File: config.mk
export PLATFORM = sky130hd
export DESIGN_NAME = mmio_uart_tx
export DESIGN_NICKNAME = d
export VERILOG_FILES = /design/src/rtl/mmio_uart_tx.sv
export SDC_FILE = /design/constraint.sdc
export NUM_CORES = 1
export LEC_CHECK = 0
export BUFFER_PORTS_ARGS = -buffer_cell sky130_fd_sc_hd__buf_2
export CAP_MARGIN = 20
export CELL_PAD_IN_SITES_DETAIL_PLACEMENT = 0
export CELL_PAD_IN_SITES_GLOBAL_PLACEMENT = 1
export CORE_MARGIN = 4
export CORE_UTILIZATION = 39
export DETAILED_ROUTE_END_ITERATION = 8
export PLACE_DENSITY = 0.81
export SLEW_MARGIN = 40
export SYNTH_ARGS = -nofsm -noshare
export SYNTH_HDL_FRONTEND = slang
export SYNTH_SLANG_ARGS = --single-unit
File: constraint.sdc
create_clock -name clk -period 3.7 [get_ports clk]
set_clock_uncertainty 0.1 [all_clocks]
set_input_delay 0.185 -clock clk [delete_from_list [all_inputs] [get_ports clk]]
set_output_delay 0.185 -clock clk [all_outputs]
set_load 0.02 [all_outputs]
File: src/rtl/mmio_uart_tx.sv
// Memory-mapped 8N1 UART transmitter: DATA/STATUS/DIV registers on the core's
// word-addressed MMIO bus, a small TX FIFO and a serializer driving o_tx.
module mmio_uart_tx #(
  parameter logic [29:0] BASE_ADDR   = 30'h0000_0100,
  parameter int          FIFO_DEPTH  = 4,
  parameter logic [15:0] DEFAULT_DIV = 16'd16
) (
  input  logic        clk,
  input  logic        rst,
  input  logic [29:0] i_mmio_addr,
  input  logic [31:0] i_mmio_data,
  input  logic [3:0]  i_mmio_mask,
  input  logic        i_mmio_wren,
  output logic [31:0] o_mmio_data,
  output logic        o_mmio_sel,
  output logic        o_tx
);
  localparam int AW = (FIFO_DEPTH > 1) ? $clog2(FIFO_DEPTH) : 1;
  localparam int CW = AW + 1;

  localparam logic [1:0] S_IDLE  = 2'd0;
  localparam logic [1:0] S_START = 2'd1;
  localparam logic [1:0] S_DATA  = 2'd2;
  localparam logic [1:0] S_STOP  = 2'd3;

  logic [7:0]    r_mem [FIFO_DEPTH];
  logic [AW-1:0] r_wptr, r_rptr;
  logic [CW-1:0] r_count;
  logic          r_ovf;
  logic [15:0]   r_div;

  logic [1:0]    r_state;
  logic [15:0]   r_cnt;
  logic [15:0]   r_bdiv;
  logic [2:0]    r_bidx;
  logic [7:0]    r_shift;
  logic          r_tx;

  logic [1:0]    w_off;
  logic          w_wr, w_push, w_push_ok, w_pop;
  logic          w_empty, w_full, w_bit_end, w_busy, w_tx;
  logic [15:0]   w_div_eff;
  logic [31:0]   w_status, w_rdata;
  logic          w_unused;

  assign o_mmio_sel = (i_mmio_addr[29:2] == BASE_ADDR[29:2]);
  assign w_off      = i_mmio_addr[1:0];
  assign w_wr       = o_mmio_sel && i_mmio_wren;
  assign w_push     = w_wr && (w_off == 2'd0) && i_mmio_mask[0];

  assign w_empty    = (r_count == '0);
  assign w_full     = (r_count == CW'(FIFO_DEPTH));
  assign w_bit_end  = (r_cnt == r_bdiv - 16'd1);
  assign w_busy     = (r_state != S_IDLE);
  assign w_div_eff  = (r_div == 16'd0) ? 16'd1 : r_div;

  // Pops only look at the registered count, so a byte is never popped in the
  // same cycle it is pushed.
  assign w_pop      = !w_empty && ((r_state == S_IDLE) ||
                                   (r_state == S_STOP && w_bit_end));
  assign w_push_ok  = w_push && (!w_full || w_pop);

  assign w_unused   = ^{i_mmio_data[31:17], i_mmio_mask[3]};

  always_ff @(posedge clk) begin
    if (w_push_ok) r_mem[r_wptr] <= i_mmio_data[7:0];
  end

  always_ff @(posedge clk) begin
    if (rst) begin
      r_wptr  <= '0;
      r_rptr  <= '0;
      r_count <= '0;
    end else begin
      if (w_push_ok) r_wptr <= r_wptr + AW'(1);
      if (w_pop)     r_rptr <= r_rptr + AW'(1);
      case ({w_push_ok, w_pop})
        2'b10:   r_count <= r_count + CW'(1);
        2'b01:   r_count <= r_count - CW'(1);
        default: r_count <= r_count;
      endcase
    end
  end

  // Overflow is sticky; a dropped push in the same cycle as a W1C keeps it set.
  always_ff @(posedge clk) begin
    if (rst)
      r_ovf <= 1'b0;
    else if (w_push && w_full && !w_pop)
      r_ovf <= 1'b1;
    else if (w_wr && (w_off == 2'd1) && i_mmio_mask[2] && i_mmio_data[16])
      r_ovf <= 1'b0;
  end

  always_ff @(posedge clk) begin
    if (rst) begin
      r_div <= DEFAULT_DIV;
    end else if (w_wr && (w_off == 2'd2)) begin
      if (i_mmio_mask[0]) r_div[7:0]  <= i_mmio_data[7:0];
      if (i_mmio_mask[1]) r_div[15:8] <= i_mmio_data[15:8];
    end
  end

  always_ff @(posedge clk) begin
    if (rst) begin
      r_state <= S_IDLE;
      r_cnt   <= '0;
      r_bdiv  <= 16'd1;
      r_bidx  <= '0;
      r_shift <= '0;
      r_tx    <= 1'b1;
    end else begin
      r_tx <= w_tx;
      case (r_state)
        S_IDLE: begin
          if (!w_empty) begin
            r_shift <= r_mem[r_rptr];
            r_bdiv  <= w_div_eff;
            r_cnt   <= '0;
            r_state <= S_START;
          end
        end
        S_START: begin
          if (w_bit_end) begin
            r_cnt   <= '0;
            r_bidx  <= '0;
            r_state <= S_DATA;
          end else begin
            r_cnt <= r_cnt + 16'd1;
          end
        end
        S_DATA: begin
          if (w_bit_end) begin
            r_cnt   <= '0;
            r_shift <= {1'b0, r_shift[7:1]};
            if (r_bidx == 3'd7) r_state <= S_STOP;
            else                r_bidx  <= r_bidx + 3'd1;
          end else begin
            r_cnt <= r_cnt + 16'd1;
          end
        end
        default: begin
          if (w_bit_end) begin
            r_cnt <= '0;
            if (!w_empty) begin
              r_shift <= r_mem[r_rptr];
              r_bdiv  <= w_div_eff;
              r_state <= S_START;
            end else begin
              r_state <= S_IDLE;
            end
          end else begin
            r_cnt <= r_cnt + 16'd1;
          end
        end
      endcase
    end
  end

  // Line level follows the state one cycle later through r_tx.
  always_comb begin
    w_tx = 1'b1;
    case (r_state)
      S_START: w_tx = 1'b0;
      S_DATA:  w_tx = r_shift[0];
      default: w_tx = 1'b1;
    endcase
  end

  assign w_status = {15'b0, r_ovf, 5'b0, w_busy, w_empty, w_full, 8'(r_count)};

  always_comb begin
    w_rdata = '0;
    if (o_mmio_sel) begin
      case (w_off)
        2'd1:    w_rdata = w_status;
        2'd2:    w_rdata = {16'b0, r_div};
        default: w_rdata = '0;
      endcase
    end
  end

  assign o_mmio_data = w_rdata;
  assign o_tx        = r_tx;
endmodule

# Yosys cells after proc, flatten, opt, wreduce, memory -nomap -nowiden

Memory sizes are Yosys's and may differ from the RTL's. A register that Yosys moved wholly into a read port is not among the register bits.
Cells that the tools add are included.

Add/subtract/negate cells: 7
Equal/unequal tests: 16
Multiplexer cells: 32
Bitwise gates (word level): 2
Reduce and logical (&&, ||, !) cells: 33

Operators by type and width:

| cell                    | count |
|---|---|
| $mux W16                | 6 |
| $pmux W17 S2            | 1 |
| $pmux W16 S2            | 1 |
| $eq A28 B7 Y1 const B   | 1 |
| $mux W8                 | 3 |
| $pmux W8 S3             | 1 |
| $mux W17                | 1 |
| $add A16 B1 Y16 const B | 1 |
| $eq A16 B16 Y1          | 1 |
| $logic_not A16 Y1       | 1 |
| $sub A16 B1 Y16 const B | 1 |
| $mux W2                 | 7 |
| $logic_and A1 B1 Y1     | 12 |
| $pmux W3 S2             | 2 |
| $ne A2 B2 Y1 const B    | 5 |
| $reduce_bool A2 Y1      | 5 |
| $mux W3                 | 3 |
| $eq A2 B2 Y1 const B    | 4 |
| $add A3 B1 Y3 const B   | 2 |
| $eq A2 B1 Y1 const B    | 3 |
| $eq A3 B3 Y1 const B    | 2 |
| $pmux W2 S3             | 1 |
| $reduce_and A2 Y1       | 3 |
| $mux W1                 | 5 |
| other kinds (12)        | 18 |

Flip-flop bits (word level): 70
Bits in writable memories: 32
Input bits: 69
Output and inout port bits: 34
Logic and storage cells: 103
Memories: 1

Memory list:

| name  | words | width | read ports | clocked after Yosys merged registers in | write ports | line | text |
|---|---|---|---|---|---|---|---|
| r_mem | 4     | 8     | 1          | 1                                       | 1           | 26   | `logic [7:0] r_mem [FIFO_DEPTH];` |

# Depth between registers and ports, before layout

Gate-level depths: netlist (run 1).

Depth in word-level cells: 9
Mapped depth: 14
Gate-level depth less buffers: 14

# Least setup slack after synthesis (run 1)

No wires, ideal clock.

Kind: register to register
Start: register r_bdiv[0]
End: register r_count[2]
Library setup time: 0.121 ns
Arrival time: 3.627 ns
Required time: 3.479 ns
Slack: -0.148 ns
Cell stages (with the launch flop): 14
Path buffers: 0
Period minus slack after synthesis: 3.848 ns
Cell sequence: dfxtp_1 > inv_1 > ha_1 > nor4b_4 > nand2_2 > mux2_2 > a2111o_1 > nor4b_4 > a21o_1 > nand2_1 > fa_1 > and3_1 > a221oi_1 > mux2_2

Longest elaborated chain between the ends: 9
Elaborated cells on any way between the ends: 11
Classes of those cells: add/sub (1); eq/ne (3); mux (1); reduce/logical (6)

Ends and longest elaborated chain:

| what                                                     | line | text |
|---|---|---|
| start, declared                                          | 34   | `logic [15:0] r_bdiv;` |
| start signal, assigned                                   | 118  | `r_bdiv <= w_div_eff;` |
| start signal, assigned                                   | 147  | `r_bdiv <= w_div_eff;` |
| $sub A16 B1 Y16 *                                        | 53   | `assign w_bit_end = (r_cnt == r_bdiv - 16'd1);` |
| $eq A16 B16 Y1 *                                         | 53   |  |
| $logic_and A1 B1 Y1 *                                    | 60   | `(r_state == S_STOP && w_bit_end));` |
| $logic_or A1 B1 Y1 *                                     | 59   | `assign w_pop = !w_empty && ((r_state == S_IDLE) \|\|` |
| $logic_and A1 B1 Y1 *                                    | 59   |  |
| $logic_or A1 B1 Y1                                       | 61   | `assign w_push_ok = w_push && (!w_full \|\| w_pop);` |
| $logic_and A1 B1 Y1                                      | 61   |  |
| $eq A2 B1 Y1 / $eq A2 B2 Y1 (equally long branches)      | 77   | `case ({w_push_ok, w_pop})` |
| $pmux W3 S2 / $reduce_bool A2 Y1 (equally long branches) | --   |  |
| end signal, assigned                                     | 78   | `2'b10: r_count <= r_count + CW'(1);` |
| end signal, assigned                                     | 79   | `2'b01: r_count <= r_count - CW'(1);` |
| end signal, assigned                                     | 80   | `default: r_count <= r_count;` |
| end, declared                                            | 28   | `logic [CW-1:0] r_count;` |

Every way passes the cells marked *; elsewhere a longest branch is shown, timed or not.
A chain may end at the register's enable or synchronous reset.

# Worst setup path in the final report (run 1)

Start: register r_bdiv[1]
End: register r_count[2]

The elaborated chain is that of the path after synthesis.

==> results of run 1 <==
[area by class of cell]
type                       count  area, um^2
clock buffer                   9         225
clock inverter                 7        68.8
fill                        1260        7340
inverter                      18        67.6
multi-input combinational    398        2870
sequential                   104        2400
tap                          180         225
timing repair buffer         101         623
[power groups by stage]
stage	logic [W]	registers [W]	clock network, W
after floorplan	0.00135	0.00138	0
after global placement	0.00164	0.00143	0
after detailed placement	0.00170	0.00143	0
after CTS	0.00172	0.00141	0.000952
after global routing	0.00189	0.00143	0.000997
final	0.00172	0.00141	0.000936
[cells in the mapped netlist (3+ instances only)]
master	count	area (um^2)
dfxtp_1	72	1440
nor2_1	68	255
mux2i_1	42	420
edfxtp_1	32	961
nand2_1	29	109
clkbuf_1	25	93.8
a21oi_1	24	120
and3_1	22	138
inv_1	18	67.6
nor3_1	17	85.1
buf_4	16	120
ha_1	15	188
mux2_2	14	158
nor4_1	14	87.6
o21ai_0	14	70.1
a311oi_1	12	105
or3_1	12	75.1
nand3_1	10	50.1
xnor2_1	10	87.6
and2_1	9	56.3
mux4_2	8	180
xor2_1	8	70.1
a22oi_1	6	45.0
nand4_1	5	31.3
a41oi_1	4	35.0
buf_2	4	20.0
a221oi_1	3	26.3
[through the flow]
stage	cells	area (um^2)	hold WS [ns]	utilization, %	total power [W]
floorplan	566	5550	0.184	-	0.00274
global placement	785	6000	0.321	43.4	0.00307
detailed placement	785	6010	0.327	43.5	0.00314
CTS	817	6460	0.132	46.7	0.00408
global route	817	6490	0.207	46.9	0.00432
finish	817	6490	0.140	46.9	0.00407
[layer usage]
layer | global-route usage, % | up-vias
met4 | 5.62 | 0
met5 | 0 | -
met3 | 1.89 | 9
met1 | 21.9 | 2089
met2 | 27.0 | 139
li1 | - | 2155
[path summary, 6_finish.rpt]
| kind | startpoint | endpoint | slack (ns) | depth (start not counted) |
|---|---|---|---|---|
| max | r_bdiv[1]$_SDFFE_PP0P_ | r_count[2]$_SDFFE_PP0P_ | 0.16 | 13 |
| min | i_mmio_data[16] | r_ovf$_SDFFE_PP0P_ | 0.14 | 4 |
| max reg2reg | r_bdiv[1]$_SDFFE_PP0P_ | r_count[2]$_SDFFE_PP0P_ | 0.16 | 13 |
| min reg2reg | r_shift[7]$_SDFFE_PP0P_ | r_shift[7]$_SDFFE_PP0P_ | 0.35 | 2 |
[kinds of logic (layout without fill, tap and decap cells)]
family | count (synthesis) | count (layout)
other | 1 | 15
adders and majority gates | 16 | 16
DFF | 104 | 104
buffers and inverters | 64 | 135
xor gates and xnor gates | 18 | 18
muxes | 64 | 64
AOI/OAI and AO/OA | 84 | 84
and+or+nand+nor | 201 | 201
[cells in the final DEF, fill, tap and decap left out, types with 2 or more instances in the layout]
master / count
o31a_1: 2
mux2i_1: 42
o21ai_0: 13
and2_2: 4
mux2_2: 14
a221oi_1: 2
nand4_1: 5
a311oi_1: 12
nor2_1: 67
edfxtp_1: 32
clkbuf_16: 9
nor4_1: 13
dlygate4sd3_1: 16
or4_1: 2
a21oi_1: 24
nor3_1: 16
nor4b_4: 2
clkinv_4: 3
xor2_1: 8
ha_1: 14
nand2_1: 29
buf_2: 70
inv_1: 17
a41oi_1: 4
inv_8: 3
and3_1: 22
conb_1: 15
buf_4: 15
o211ai_1: 2
dfxtp_1: 72
and3b_1: 2
or3_1: 12
nor2b_1: 2
and2_1: 5
nand3_1: 10
mux4_2: 8
xnor2_1: 10
a22oi_1: 6
[worst max-delay path, delay by kind of cell (launching register included)]
kind,cells,cell delay [ns]
buf+inv,1,0.07
fa+ha+maj,2,0.59
flops,1,0.33
mux,1,0.28
simple gates,3,0.74
compound gates,6,1.33
[registers in the layout, indices dropped and copies added (netlist names), named ones only]
signal,count
r_mem,32
r_bdiv,16
r_cnt,16
r_div,16
r_shift,8
r_bidx,3
r_count,3
r_rptr,2
r_state,2
r_wptr,2
o_tx,1
r_ovf,1
[timing repair]
action,CTS,global route
gates resized for setup,0,7
hold buffers,16,0
setup endpoints to repair,0,34
endpoints found under the hold margin,40,0
setup buffers,0,0
==> results by group, run 1 <==
STA
  – Fin. Hold Viols: 0
  – F_max: 283 MHz
  – RSZ-0062 raised after global routing: no
  – Worst Tran Pin Value: 0.679 ns
  – Fin crit share: 95.6%
  – Post-route setup TNS: 0 ns
  – Tmin final: 3.54 ns
  – Slew margin rel.: 54.7%
  – Final setup violation count: 0
  – Final setup margin: 0.164 ns
  – Slew Limit Fails: 0

Cells and area
  – Antenna Cells: 0
  – NumNets Final: 717
  – Share of cells above drive strength 1: 22.1%
  – Area growth, synth to finish: 18.4%

Power
  – Seq pwr share: 34.6%
  – Combinational power share: 42.4%
  – P_leak: 2.62 nW
  – Sw Share: 37.8%
  – Net switching power: 0.00154 W
  – Power per cell area: 627 nW/um^2
  – Clk pwr share: 23.0%
  – Max IR drop VDD: 0.348 mV
  – Cell Int Power: 0.00253 W

GRT
  – Number of global-route vias before repair: 4,251
  – First-pass GRT wire length: 21,200 um
  – Gr usage total: 16.2%
  – GR Overflow Total: 0
  – Largest net degree at the start of global routing: 48
  – Initial antenna violation count: 0

Drt
  – Vias: 4,392
  – Pre-Repair DR Iteration Count: 4
  – Max Used Layer: met4
  – DRT antenna net count: 0
  – Final wirelength: 12,900 um
  – Drt initial violations: 169
  – Met2 Wirelength: 6150 um
  – DRC Markers: 0
  – Drt wl/cell: 15.8 um
  – DR WL met3: 708 um
  – M1 WL: 5940 um
  – Via density: 5.38

Yosys
  – Seq/Total Area, Yosys: 43.8%
  – Synth warn: 0
  – Mux cell area share after synthesis: 13.8%
  – Mapped Avg Cell Area: 9.93 um^2
  – Yosys cell types: 60
  – Cells after Synth: 552
  – Xor and xnor area share after synthesis: 2.88%
  – Register bit total from synthesis: 104
  – Simple-gate share of the synthesized area: 18.9%
  – Main combinational cell family by area after synthesis: simple AND/OR/NAND/NOR gates
  – Synthesized area: 5480 um^2
  – Post-synthesis adder-cell area fraction: 3.79%
  – Synth Area in Compound Gates: 11.2%
  – Post-synth ARST share: 0%
  – Number of synthesized flops with an enable pin: 32
  – Ys flop type: dfxtp_1

Floorplanning
  – Core region area: 13,800 um^2
  – Die Y: 127 um
  – Rows: 43
  – Die Wd: 127 um
  – IO Pins: 103
  – Starting Density: 39.6%
  – Die Footprint: 16,000 um^2

CTS
  – CTS sink cnt: 104
  – Clk_lat worst skew: 0.34 ns
  – Clock-pin slew on the worst setup and hold paths: 0.07 ns
  – CTS buffer count: 9
  – Max Root-Sink Buffers: 2
  – H-Tree Depth: 3
  – CTS tree: yes
  – Root Driver: clkbuf_16

Worst setup path
  – Crit-path cells: inv_1, ha_4, o21ba_2, a221oi_1, a41oi_1, a2111o_1, nor4b_4, a21o_1, nand2_1, fa_1, nor4_1, a221oi_2, mux2_2
  – Critical path's slowest cell: a2111o_1
  – Max incr delay on CP: 0.46 ns
  – Critical Path RT: 3.83 ns
  – Critical Path Start Type: register
  – Crit path max fanout: 6
  – Class of the most critical setup path: reg -> reg
  – Data arrival, critical path: 3.67 ns
  – Setup crit end kind: register

Place
  – IO buf count: 71
  – Placer Congestion: 0.847
  – Post-DP HPWL: 9450 um
  – Pre-CTS WS: 0.0875 ns

Worst hold path
  – Hold Path Class: in -> reg

Status
  – Run status: complete, no violations

Run
  – Max_cap viols: 0
Note: power is estimated with default switching activity, not from simulation.
==> run 2, diff against run 1 <==
Settings changed: ABC_AREA set to 1, BUFFER_PORTS_ARGS -buffer_cell sky130_fd_sc_hd__buf_2 to unset, CORE_UTILIZATION 39 to 42, DONT_BUFFER_PORTS set to 1, PLACE_DENSITY 0.81 to 0.8.
==> run 2 against run 1 <==
Power is 6.0% higher. Worst setup slack better by 0.37 ns. Global-route usage is 1.6 points higher. First-iteration DRC count is 51% higher. Largest power group unchanged.
==> results by group, run 2 <==
Status
  – Run status: complete, no violations

Power
  – Combinational power share: 42.0%
  – Max IR drop VDD: 0.315 mV
  – Total power: 0.00431 W
  – Net switching power: 0.00188 W
  – Cell Int Power: 0.00243 W
  – P_leak: 2.49 nW
  – Sw Share: 43.6%
  – Power per cell area: 684 nW/um^2
  – Seq pwr share: 34.4%
  – Clk pwr share: 23.6%

Drt
  – Drt initial violations: 256
  – Via density: 5.21
  – DRC Markers: 0
  – Drt wl/cell: 14.9 um
  – DRT antenna net count: 0
  – Final wirelength: 13,900 um
  – Vias: 4,866
  – Pre-Repair DR Iteration Count: 5

Cells and area
  – Area growth, synth to finish: 10.0%
  – Most flop-heavy register: r_mem
  – Share of cells above drive strength 1: 7.39%
  – Most frequent cells in the layout: 146 x nand2_1, 90 x inv_1, 85 x nor2_1
  – Antenna Cells: 0
  – Most common cell after layout, fill and taps aside: nand2_1
  – NumNets Final: 838
  – Max reg flops: 32

Worst setup path
  – Register-to-register setup slack: 0.53 ns
  – Critical path buffers and inverters: 4
  – Critical Path RT: 3.86 ns
  – Most frequent CP cell: inv_1
  – Top delay family on crit path: simple AND/OR/NAND/NOR gates
  – Crit path launch: r_bdiv[0]$_SDFFE_PP1P_
  – R2r startpoint: r_bdiv[0]$_SDFFE_PP1P_
  – Setup crit end kind: register
  – Crit path max fanout: 5
  – Crit-path cells: inv_1, ha_1, nand3_2, nor2_2, nand3b_1, nand2_1, inv_1, nor3_2, nand2_2, nand2_2, nand3_2, inv_1, nand2_2, fa_1, inv_1, nand4_1, a21oi_1, nor2_1
  – Critical Path Start Type: register
  – Data arrival, critical path: 3.32 ns
  – Critical path's slowest cell: fa_1
  – Max incr delay on CP: 0.41 ns
  – Class of the most critical setup path: reg -> reg

Yosys
  – Yosys cell types: 49
  – Count leader, synth: nand2_1
  – Synthesized area: 5730 um^2
  – Ys flop type: dfxtp_1
  – Cells after Synth: 747
  – Top cells by count, synth: 146 x nand2_1, 90 x inv_1, 85 x nor2_1
  – Top post-synthesis cells by area: dfxtp_1 25%, edfxtp_1 17%, nand2_1 9.6%, inv_1 5.9%, nor2_1 5.6%
  – Mapped Avg Cell Area: 7.67 um^2
  – Area leader, netlist: dfxtp_1
  – Seq/Total Area, Yosys: 41.9%
  – Register bit total from synthesis: 104
  – Post-synth ARST share: 0%
  – Number of synthesized flops with an enable pin: 32
  – Share of the synthesized area in the top cell type: 25.2%
  – Synth warn: 0

CTS
  – Clock-pin slew on the worst setup and hold paths: 0.08 ns
  – Clk_lat worst skew: 0.36 ns
  – CTS sink cnt: 104
  – CTS buffer count: 9
  – Post-CTS Setup Bufs: 0
  – Root Driver: clkbuf_16
  – CTS tree: yes
  – H-Tree Depth: 3
  – Max Root-Sink Buffers: 2

Worst hold path
  – Hold Path Class: in -> reg
  – Hold path startpoint: i_mmio_data[16]

STA
  – Final setup violation count: 0
  – Fin. Hold Viols: 0
  – Post-route setup TNS: 0 ns
  – Worst Tran Pin Value: 0.694 ns
  – RSZ-0062 raised after global routing: no
  – Slew margin rel.: 53.4%
  – Slew Limit Fails: 0
  – F_max: 316 MHz
  – Fin crit share: 85.6%
  – Tmin final: 3.17 ns

Floorplanning
  – Starting Density: 43.1%
  – Rows: 42
  – Die Wd: 125 um
  – Die Footprint: 15,600 um^2
  – Core region area: 13,300 um^2
  – IO Pins: 103
  – Die Y: 125 um

Place
  – Placer Congestion: 0.899
  – Post-DP HPWL: 10,300 um
  – IO buf count: 0

GRT
  – GR Overflow Total: 0
  – First-pass GRT wire length: 22,800 um
  – Largest net degree at the start of global routing: 51
  – Number of global-route vias before repair: 4,638
  – Initial antenna violation count: 0
  – Gr usage total: 17.8%

Run
  – Max_cap viols: 0
[run 2: power by group through the flow]
stage / clock network [W] / logic, W / registers (W)
3_3_place_gp: 0 / 0.00175 / 0.00150
6_report: 0.00102 / 0.00181 / 0.00148
4_1_cts: 0.00104 / 0.00181 / 0.00148
5_1_grt: 0.00108 / 0.00206 / 0.00151
2_1_floorplan: 0 / 0.00151 / 0.00145
3_5_place_dp: 0 / 0.00178 / 0.00151
[run 2: cell type report]
class / count / area, um^2
Clock buffer: 9 / 225
Timing Repair Buffer: 24 / 233
Multi-Input combinational cell: 521 / 2780
Clock inverter: 7 / 96.3
Tap cell: 176 / 220
Fill cell: 1284 / 6990
Inverter: 93 / 349
Sequential cell: 104 / 2400
[run 2: logic make-up (layout without fill, tap and decap cells)]
family                     Yosys count  count (layout)  synth area share (%)
buffers and inverters              136             133                  10.5
and+or+nand+nor                    341             341                  27.1
xor gates and xnor gates            19              19                  2.90
DFF                                104             104                  41.9
adders and majority gates           16              16                  3.63
other                                1              15                0.0655
AOI/OAI and AO/OA                  130             130                  13.9
[run 2: what timing repair did]
| action | in CTS | in global routing |
|---|---|---|
| gates resized for setup | 0 | 0 |
| hold buffers | 17 | 0 |
| hold endpoints to repair | 82 | 0 |
[run 2: final timing paths]
kind | endpoint | cells after the start
max reg2reg | r_count[2]$_SDFFE_PP0P_ | 18
min | r_ovf$_SDFFE_PP0P_ | 3
min reg2reg | r_shift[7]$_SDFFE_PP0P_ | 2
max | r_count[2]$_SDFFE_PP0P_ | 18
[run 2: metrics by stage]
stage / hold slack, ns / setup WS [ns] / instances / area [um^2] / util [%]
finish: 0.0379 / 0.534 / 934 / 6300 / 47.4
global route: 0.0589 / 0.187 / 934 / 6300 / 47.4
CTS: 0.0304 / 0.547 / 934 / 6300 / 47.4
detailed placement: 0.161 / 0.578 / 901 / 5800 / 43.6
global placement: 0.160 / 0.640 / 901 / 5800 / 43.6
floorplan: 0.184 / 1.01 / 761 / 5780 / -
[run 2: worst min-delay path: cells and delay by family]
kind | cells | cell delay [ns]
simple gates | 1 | 0.06
compound gates | 2 | 0.22
[run 2: routing by layer]
metal,vias to the layer above,track usage [%],wire length (um)
met5,-,0,0
met4,0,5.35,232
met3,16,3.43,781
met2,138,28.6,6460
met1,2240,24.3,6400
li1,2472,-,-
